### src/rtl/instruction_fetch_stage.sv
// Fetch stage: owns the PC, drives the instruction memory address and fills the
// IF/ID register, honouring redirects, stalls, flushes and a HALT opcode.
module instruction_fetch_stage #(
    parameter logic [31:0] RESET_PC    = 32'd0,
    parameter logic [5:0]  HALT_OPCODE = 6'b111111
) (
    input  logic        clk,
    input  logic        rst,
    input  logic        stall,
    input  logic        flush,
    input  logic        branch_taken,
    input  logic [31:0] branch_target,
    input  logic        jump,
    input  logic [31:0] jump_target,
    output logic [31:0] inst_add,
    input  logic [31:0] inst,
    output logic [31:0] if_id_inst,
    output logic [31:0] if_id_pc_plus1,
    output logic        if_id_valid,
    output logic        halted,
    output logic [31:0] fetch_count,
    output logic        state_dbg
);

    typedef enum logic {
        RUN    = 1'b0,
        HALTED = 1'b1
    } state_t;

    typedef enum logic [1:0] {
        IFID_HOLD   = 2'd0,
        IFID_LOAD   = 2'd1,
        IFID_BUBBLE = 2'd2
    } ifid_op_t;

    state_t      state, state_nxt;
    ifid_op_t    ifid_op;
    logic [31:0] pc, pc_nxt, pc_plus1;
    logic [31:0] redirect_target;
    logic        redirect;
    logic        halt_op;

    // inst_add comes straight from the PC register, so no control input can
    // reach the memory address combinationally.
    assign inst_add  = pc;
    assign pc_plus1  = pc + 32'd1;
    assign halt_op   = (inst[31:26] == HALT_OPCODE);
    assign redirect  = branch_taken | jump;
    // Branch belongs to the older instruction, so it wins over a jump.
    assign redirect_target = branch_taken ? branch_target : jump_target;

    assign halted    = (state == HALTED);
    assign state_dbg = state;

    always_ff @(posedge clk) begin
        if (rst) begin
            state <= RUN;
        end else begin
            state <= state_nxt;
        end
    end

    // if_id_valid qualifies the IF/ID payload: decode consumes it only when
    // high; there is no back-pressure other than stall.
    always_comb begin
        state_nxt = state;
        pc_nxt    = pc;
        ifid_op   = IFID_HOLD;
        if (redirect) begin
            pc_nxt    = redirect_target;
            state_nxt = RUN;
            ifid_op   = IFID_BUBBLE;
        end else if (stall) begin
            ifid_op = flush ? IFID_BUBBLE : IFID_HOLD;
        end else if (state == HALTED) begin
            ifid_op = IFID_BUBBLE;
        end else if (halt_op) begin
            state_nxt = HALTED;
            ifid_op   = IFID_BUBBLE;
        end else begin
            pc_nxt  = pc_plus1;
            ifid_op = flush ? IFID_BUBBLE : IFID_LOAD;
        end
    end

    always_ff @(posedge clk) begin
        if (rst) begin
            pc <= RESET_PC;
        end else begin
            pc <= pc_nxt;
        end
    end

    always_ff @(posedge clk) begin
        if (rst) begin
            if_id_inst     <= 32'd0;
            if_id_pc_plus1 <= 32'd0;
            if_id_valid    <= 1'b0;
            fetch_count    <= 32'd0;
        end else begin
            case (ifid_op)
                IFID_LOAD: begin
                    if_id_inst     <= inst;
                    if_id_pc_plus1 <= pc_plus1;
                    if_id_valid    <= 1'b1;
                    fetch_count    <= fetch_count + 32'd1;
                end
                IFID_BUBBLE: begin
                    if_id_inst     <= 32'd0;
                    if_id_pc_plus1 <= 32'd0;
                    if_id_valid    <= 1'b0;
                end
                default: begin
                    if_id_inst     <= if_id_inst;
                    if_id_pc_plus1 <= if_id_pc_plus1;
                    if_id_valid    <= if_id_valid;
                end
            endcase
        end
    end

endmodule

### config.mk
export PLATFORM = sky130hd
export DESIGN_NAME = instruction_fetch_stage
export DESIGN_NICKNAME = d
export VERILOG_FILES = /design/src/rtl/instruction_fetch_stage.sv
export SDC_FILE = /design/constraint.sdc
export NUM_CORES = 1
export LEC_CHECK = 0
export BUFFER_PORTS_ARGS = -buffer_cell sky130_fd_sc_hd__buf_2
export CORE_MARGIN = 2
export CORE_UTILIZATION = 40
export CTS_BUF_LIST = sky130_fd_sc_hd__clkbuf_4 sky130_fd_sc_hd__clkbuf_8 sky130_fd_sc_hd__clkbuf_16
export CTS_CLUSTER_SIZE = 12
export DETAILED_ROUTE_END_ITERATION = 10
export HOLD_SLACK_MARGIN = 0.03
export PLACE_DENSITY = 0.77
export SYNTH_ARGS = -nofsm -noshare
export SYNTH_HDL_FRONTEND = slang
export SYNTH_SLANG_ARGS = --single-unit
export TNS_END_PERCENT = 20
### constraint.sdc
create_clock -name clk -period 7.5 [get_ports clk]
set_input_delay 1.5 -clock clk [delete_from_list [all_inputs] [get_ports clk]]
set_output_delay 1.5 -clock clk [all_outputs]
set_load 0.01 [all_outputs]
==> After elaboration in Yosys (flattened, before gate mapping) <==
Index checks and enable logic that the tools add are counted.
{ "totals": {"ff_bits": 130, "in_bits": 102, "out_inout_bits": 131, "word_cells": 34} }
{ "op_classes": {"n_addsub": 2, "eq_ne": 6, "n_mux": 16, "n_bitwise": 1, "reduce_logical": 3} }
{ "op_table": {"columns": ["op", "n"], "rows": [
  ["$mux 32", 5],
  ["$pmux 32 s2", 2],
  ["$add 32x1->32 const B", 2],
  ["$mux 2", 6],
  ["$eq 6x6->1 const B", 1],
  ["$ne 2x1->1 const B", 2],
  ["$reduce_and 3->1", 1],
  ["$eq 2x1->1 const B", 1],
  ["$eq 2x2->1 const B", 1],
  ["$mux 1", 2],
  ["$ne 2x2->1 const B", 1],
  ["$pmux 1 s2", 1],
  ["$reduce_bool 2->1", 1],
  ["$reduce_or 2->1", 1],
  ["$or 1x1->1", 1]
]} }

==> Longest topological paths before layout <==
{ "depth": {"word_depth": 7, "depth_mapped": 13, "mapped_depth_nobuf": 11} }

==> Least setup slack after synthesis <==
OpenSTA, ideal clock, no wires.
{ "synth_path": {"path_kind": "input -> register", "startpoint": "input inst[30]", "endpoint": "register fetch_count[29]", "setup_time_ns": 0.128, "arrival_ns": 3.658, "required_ns": 7.372, "slack_ns": 3.714, "path_stages": 11, "path_buffers": 2, "cell_sequence": "nand4_1 o21ai_1 clkbuf_1 nor3_1 ha_1 and4_1 nand3_1 clkbuf_1 nor4_1 xnor2_1 nor2_1"} }
{ "synth_via": {"elab_chain_cells": 6} }
{ "synth_lines": {"columns": ["item", "line", "rtl"], "rows": [
  ["from (decl)", "16", "input logic [31:0] inst,"],
  ["$eq 6x6->1", "47", "assign halt_op = (inst[31:26] == HALT_OPCODE);"],
  ["$mux 2", "77", "end else if (halt_op) begin"],
  ["$mux 2", "75", "end else if (state == HALTED) begin"],
  ["$mux 2", "73", "end else if (stall) begin"],
  ["$mux 2", "69", "if (redirect) begin"],
  ["$eq 2x1->1", "101", "case (ifid_op)"],
  ["to (signal assigned)", "106", "fetch_count <= fetch_count + 32'd1;"],
  ["to (decl)", "21", "output logic [31:0] fetch_count,"]
]} }
Every way passes these cells.
A chain may end at the register's enable or synchronous reset.

==> Final worst setup path <==
{ "layout_path": {"startpoint": "input branch_taken", "endpoint": "register if_id_pc_plus1[19]"} }
{ "layout_via": {"elab_chain_cells": 4, "word_cells_on_any_way": 6, "classes_between": "eq/ne (2); mux (2); bitwise (1); reduce/logical (1)"} }
{ "layout_lines": {"columns": ["item", "line", "rtl"], "rows": [
  ["from (decl)", "11", "input logic branch_taken,"],
  ["$or 1x1->1 (*)", "48", "assign redirect = branch_taken | jump;"],
  ["$mux 2 (*)", "69", null],
  ["$eq 2x2->1 / $eq 2x1->1 (equally long branches)", "101", null],
  ["$pmux 32 s2 / $reduce_bool 2->1 (equally long branches)", null, null],
  ["to (signal assigned)", "104", "if_id_pc_plus1 <= pc_plus1;"],
  ["to (signal assigned)", "115", "if_id_pc_plus1 <= if_id_pc_plus1;"],
  ["to (decl)", "18", "output logic [31:0] if_id_pc_plus1,"]
]} }
Mark *: on every way between the ends. The rest lies on a longest branch, timed or not.

==> results.ini <==
[hold_path]
hold_path.class = reg -> reg
hp-start = if_id_pc_plus1[20]
whs_path_depth = 2
holdPathEnd = if_id_pc_plus1[20]

[grt]
global_route.usage.met2_pct = 38.66
grtUsageTotal_pct = 24.21
grt_util_met3_pct = 7.983
grt_start_max_net_pins = 72
grt_pass1_vias = 5897
overflow = 0
busiest_layer = met2
antenna_found_initial = 0
grt_pass1_wl_microns = 31310
use_met1_pct = 30.90

[yosys]
yosys.area.top_type_share_pct = 41.79
ys_async_sr_fraction_pct = 0
synth.area.top_cells = dfxtp_1 (42%), nor2_1 (6.3%), xnor2_1 (5.5%)
synth_flop_cell = dfxtp_1
ys_seq_elements = 130
ys_seq_area_share_pct = 41.79
syn-instance-count = 751
synth_area_per_cell_sq_um = 8.292
yosys_warnings = 0
synth-edff-count = 0
synth_area_sq_um = 6227
synth_cell_types = 63
synth_fp_nets = 858
ys_top_cells_by_count = dfxtp_1 (130), nor2_1 (105), nand2_1 (60), clkbuf_1 (44), a22oi_1 (43)
yosysTopAreaCell = dfxtp_1
yosysMostFrequentCell = dfxtp_1

[route]
drtAntennaViolNets = 0
via_per_inst = 5.449
dr.pass1.iters = 5
wl_per_cell_microns = 17.43
routed-via-count = 6299
drt_wl_total_microns = 20150
drtIter0Drc = 512
drc_errors = 0

[clock_tree]
cts_buffer_depth = 2
cts_setup_buffers = 0
hold_buffers = 0
cts.repair.resized = 0
root_buffer = clkbuf_16
clkSinkCount = 130
cts_tree = done
h-tree-depth = 4
clk_latency_ns = 0.42
cts_buffers = 17
cts.clk_slew.worst_paths_ns = 0.05

[placed_design]
dp_slack_ns = 2.473
gp_congestion = 0.8726
place_inst = 1124
portBuffers = 232
hpwl_microns = 14320

[sta]
worst_pin_slew_ns = 1.054
fin_skew_ns = 0.009637
relSlewSlack_pct = 29.17
period_share_pct = 60.98
fmax_mhz = 218.7
setup_slack_ns = 2.927
maxSlewViolCount = 0
setup-violations-final = 0
rsz0062_at_grt = false
setup_tns_ns = 0
hold_viol_final = 0
layout_min_cycle_time_ns = 4.573
timing.hold.ws_ns = 0.4468

[worst_setup_path]
path_max_fanout = 55
cp-end-kind = flop
path_class = in -> reg
reg2reg_from = halted
cp_slowest_cell = ha_2
crit_path_frequent_cell = o21ai_0
crit_arrival_ns = 4.84
crit_required_ns = 7.76
cpPeakStageDelay_ns = 0.97
r2r-end = if_id_pc_plus1[19]
cp-start-kind = primary input
reg2regPathDepth = 7
path_buf_inv = 4
cpLargestDelayFamily = simple AND/OR/NAND/NOR gates
r2r_setup_slack_ns = 4.52
worstPathCellList = buf_2, clkinv_1, buf_4, nand2_1, nor2_1, o21ai_0, inv_1, ha_2, or3_1, o21ai_0

[cells_and_area]
final_nets = 1062
antenna-diode-count = 0
drive_gt1_share_pct = 29.24
fillCellCount = 1464
regArea_sq_um = 2603
fin_cells = 1156
synthToLayoutAreaGrowth_pct = 30.12
multi_input_area_sq_um = 3347

[floorplan]
placementRows = 45
core_sq_um = 15200
die_w_microns = 128.8
start_util_pct = 40.96
die_h_microns = 128.8
io_pins = 233
dieArea_sq_um = 16580

[run_status]
status = completed

[run]
cap_viol_max_count = 0

[power_and_ir_drop]
p_total_mw = 1.782
max-vdd-ir-drop_mv = 0.1611
power_density_nw_per_um2 = 220.0
power.static_leakage_nw = 3.356

[sequential cells by signal, indices dropped and copies added (netlist names)]
| signal | cells |
|---|---|
| fetch_count | 32 |
| halted | 1 |
| if_id_inst | 32 |
| if_id_pc_plus1 | 32 |
| if_id_valid | 1 |
| inst_add | 32 |
[worst min-delay path, stage by stage, from the launching register on]
cell	delay, ns
dfxtp_1	0.32
nand2_1	0.04
o21ai_0	0.05
[logic make-up (layout without fill, tap and decap cells)]
logic type | count (synthesis) | count (layout) | synth area share [%]
and+or+nand+nor | 304 | 304 | 24.63
buffers and inverters | 73 | 290 | 4.541
AOI/OAI and AO/OA | 169 | 169 | 18.08
muxes | 5 | 5 | 0.8037
DFF | 130 | 130 | 41.79
xor gates and xnor gates | 65 | 65 | 9.142
adders and majority gates | 5 | 5 | 1.005
[final cells by class]
| cell class | instances | share of cell area, % |
|---|---|---|
| multi-input combinational | 548 | 41.31 |
| sequential | 130 | 32.12 |
| inverter | 17 | 0.7875 |
| clock inverter | 12 | 1.930 |
| tap | 188 | 2.903 |
| timing repair buffer | 241 | 15.19 |
| clock buffer | 20 | 5.760 |
[placed cells by master (no fill, tap or decap), types with 5 or more instances in the layout]
master | netlist | layout
a211oi_1 | 12 | 12
a21oi_1 | 25 | 25
a22oi_1 | 43 | 43
and4_1 | 7 | 7
buf_2 | 3 | 231
buf_4 | 1 | 10
clkbuf_16 | 0 | 17
dfxtp_1 | 130 | 130
inv_1 | 16 | 16
mux2i_1 | 5 | 5
nand2_1 | 60 | 60
nand3_1 | 28 | 28
nand4_1 | 22 | 22
nor2_1 | 105 | 104
nor3_1 | 25 | 25
nor3b_1 | 10 | 10
nor4_1 | 16 | 16
o211ai_1 | 6 | 6
o21ai_0 | 35 | 35
o22ai_1 | 14 | 14
xnor2_1 | 39 | 39
xor2_1 | 26 | 26
[report_power, final]
part | switching [mW] | internal (mW) | leakage, nW | total (mW)
logic | 0.102 | 0.0735 | 2.00 | 0.175
clock network | 0.316 | 0.549 | 0.294 | 0.865
registers | 0.0306 | 0.712 | 1.06 | 0.743
[layer usage]
layer  wire length [microns]  share of wire [%]
met5                       0                  0
met4                     380                1.9
met3                    1639                8.1
met2                    9307                 46
met1                    8820                 44
[worst max-delay path by stage]
stage,startpoint,endpoint,slack [ns],depth (start not counted)
floorplan,inst[30],fetch_count[29],3.71,11
global placement,branch_taken,if_id_pc_plus1[11],2.58,10
detailed placement,branch_taken,if_id_pc_plus1[16],2.47,10
CTS,branch_taken,if_id_pc_plus1[16],2.90,10
global route,branch_taken,if_id_pc_plus1[16],2.61,10
finish,branch_taken,if_id_pc_plus1[19],2.93,10
[per-stage QoR]
step                utilization (%)  area, sq um
floorplan                         -         6227
global placement              49.20         7480
detailed placement            49.20         7480
CTS                           53.30         8103
global route                  53.30         8103
finish                        53.30         8103
Note: power is estimated with default switching activity, not from simulation.
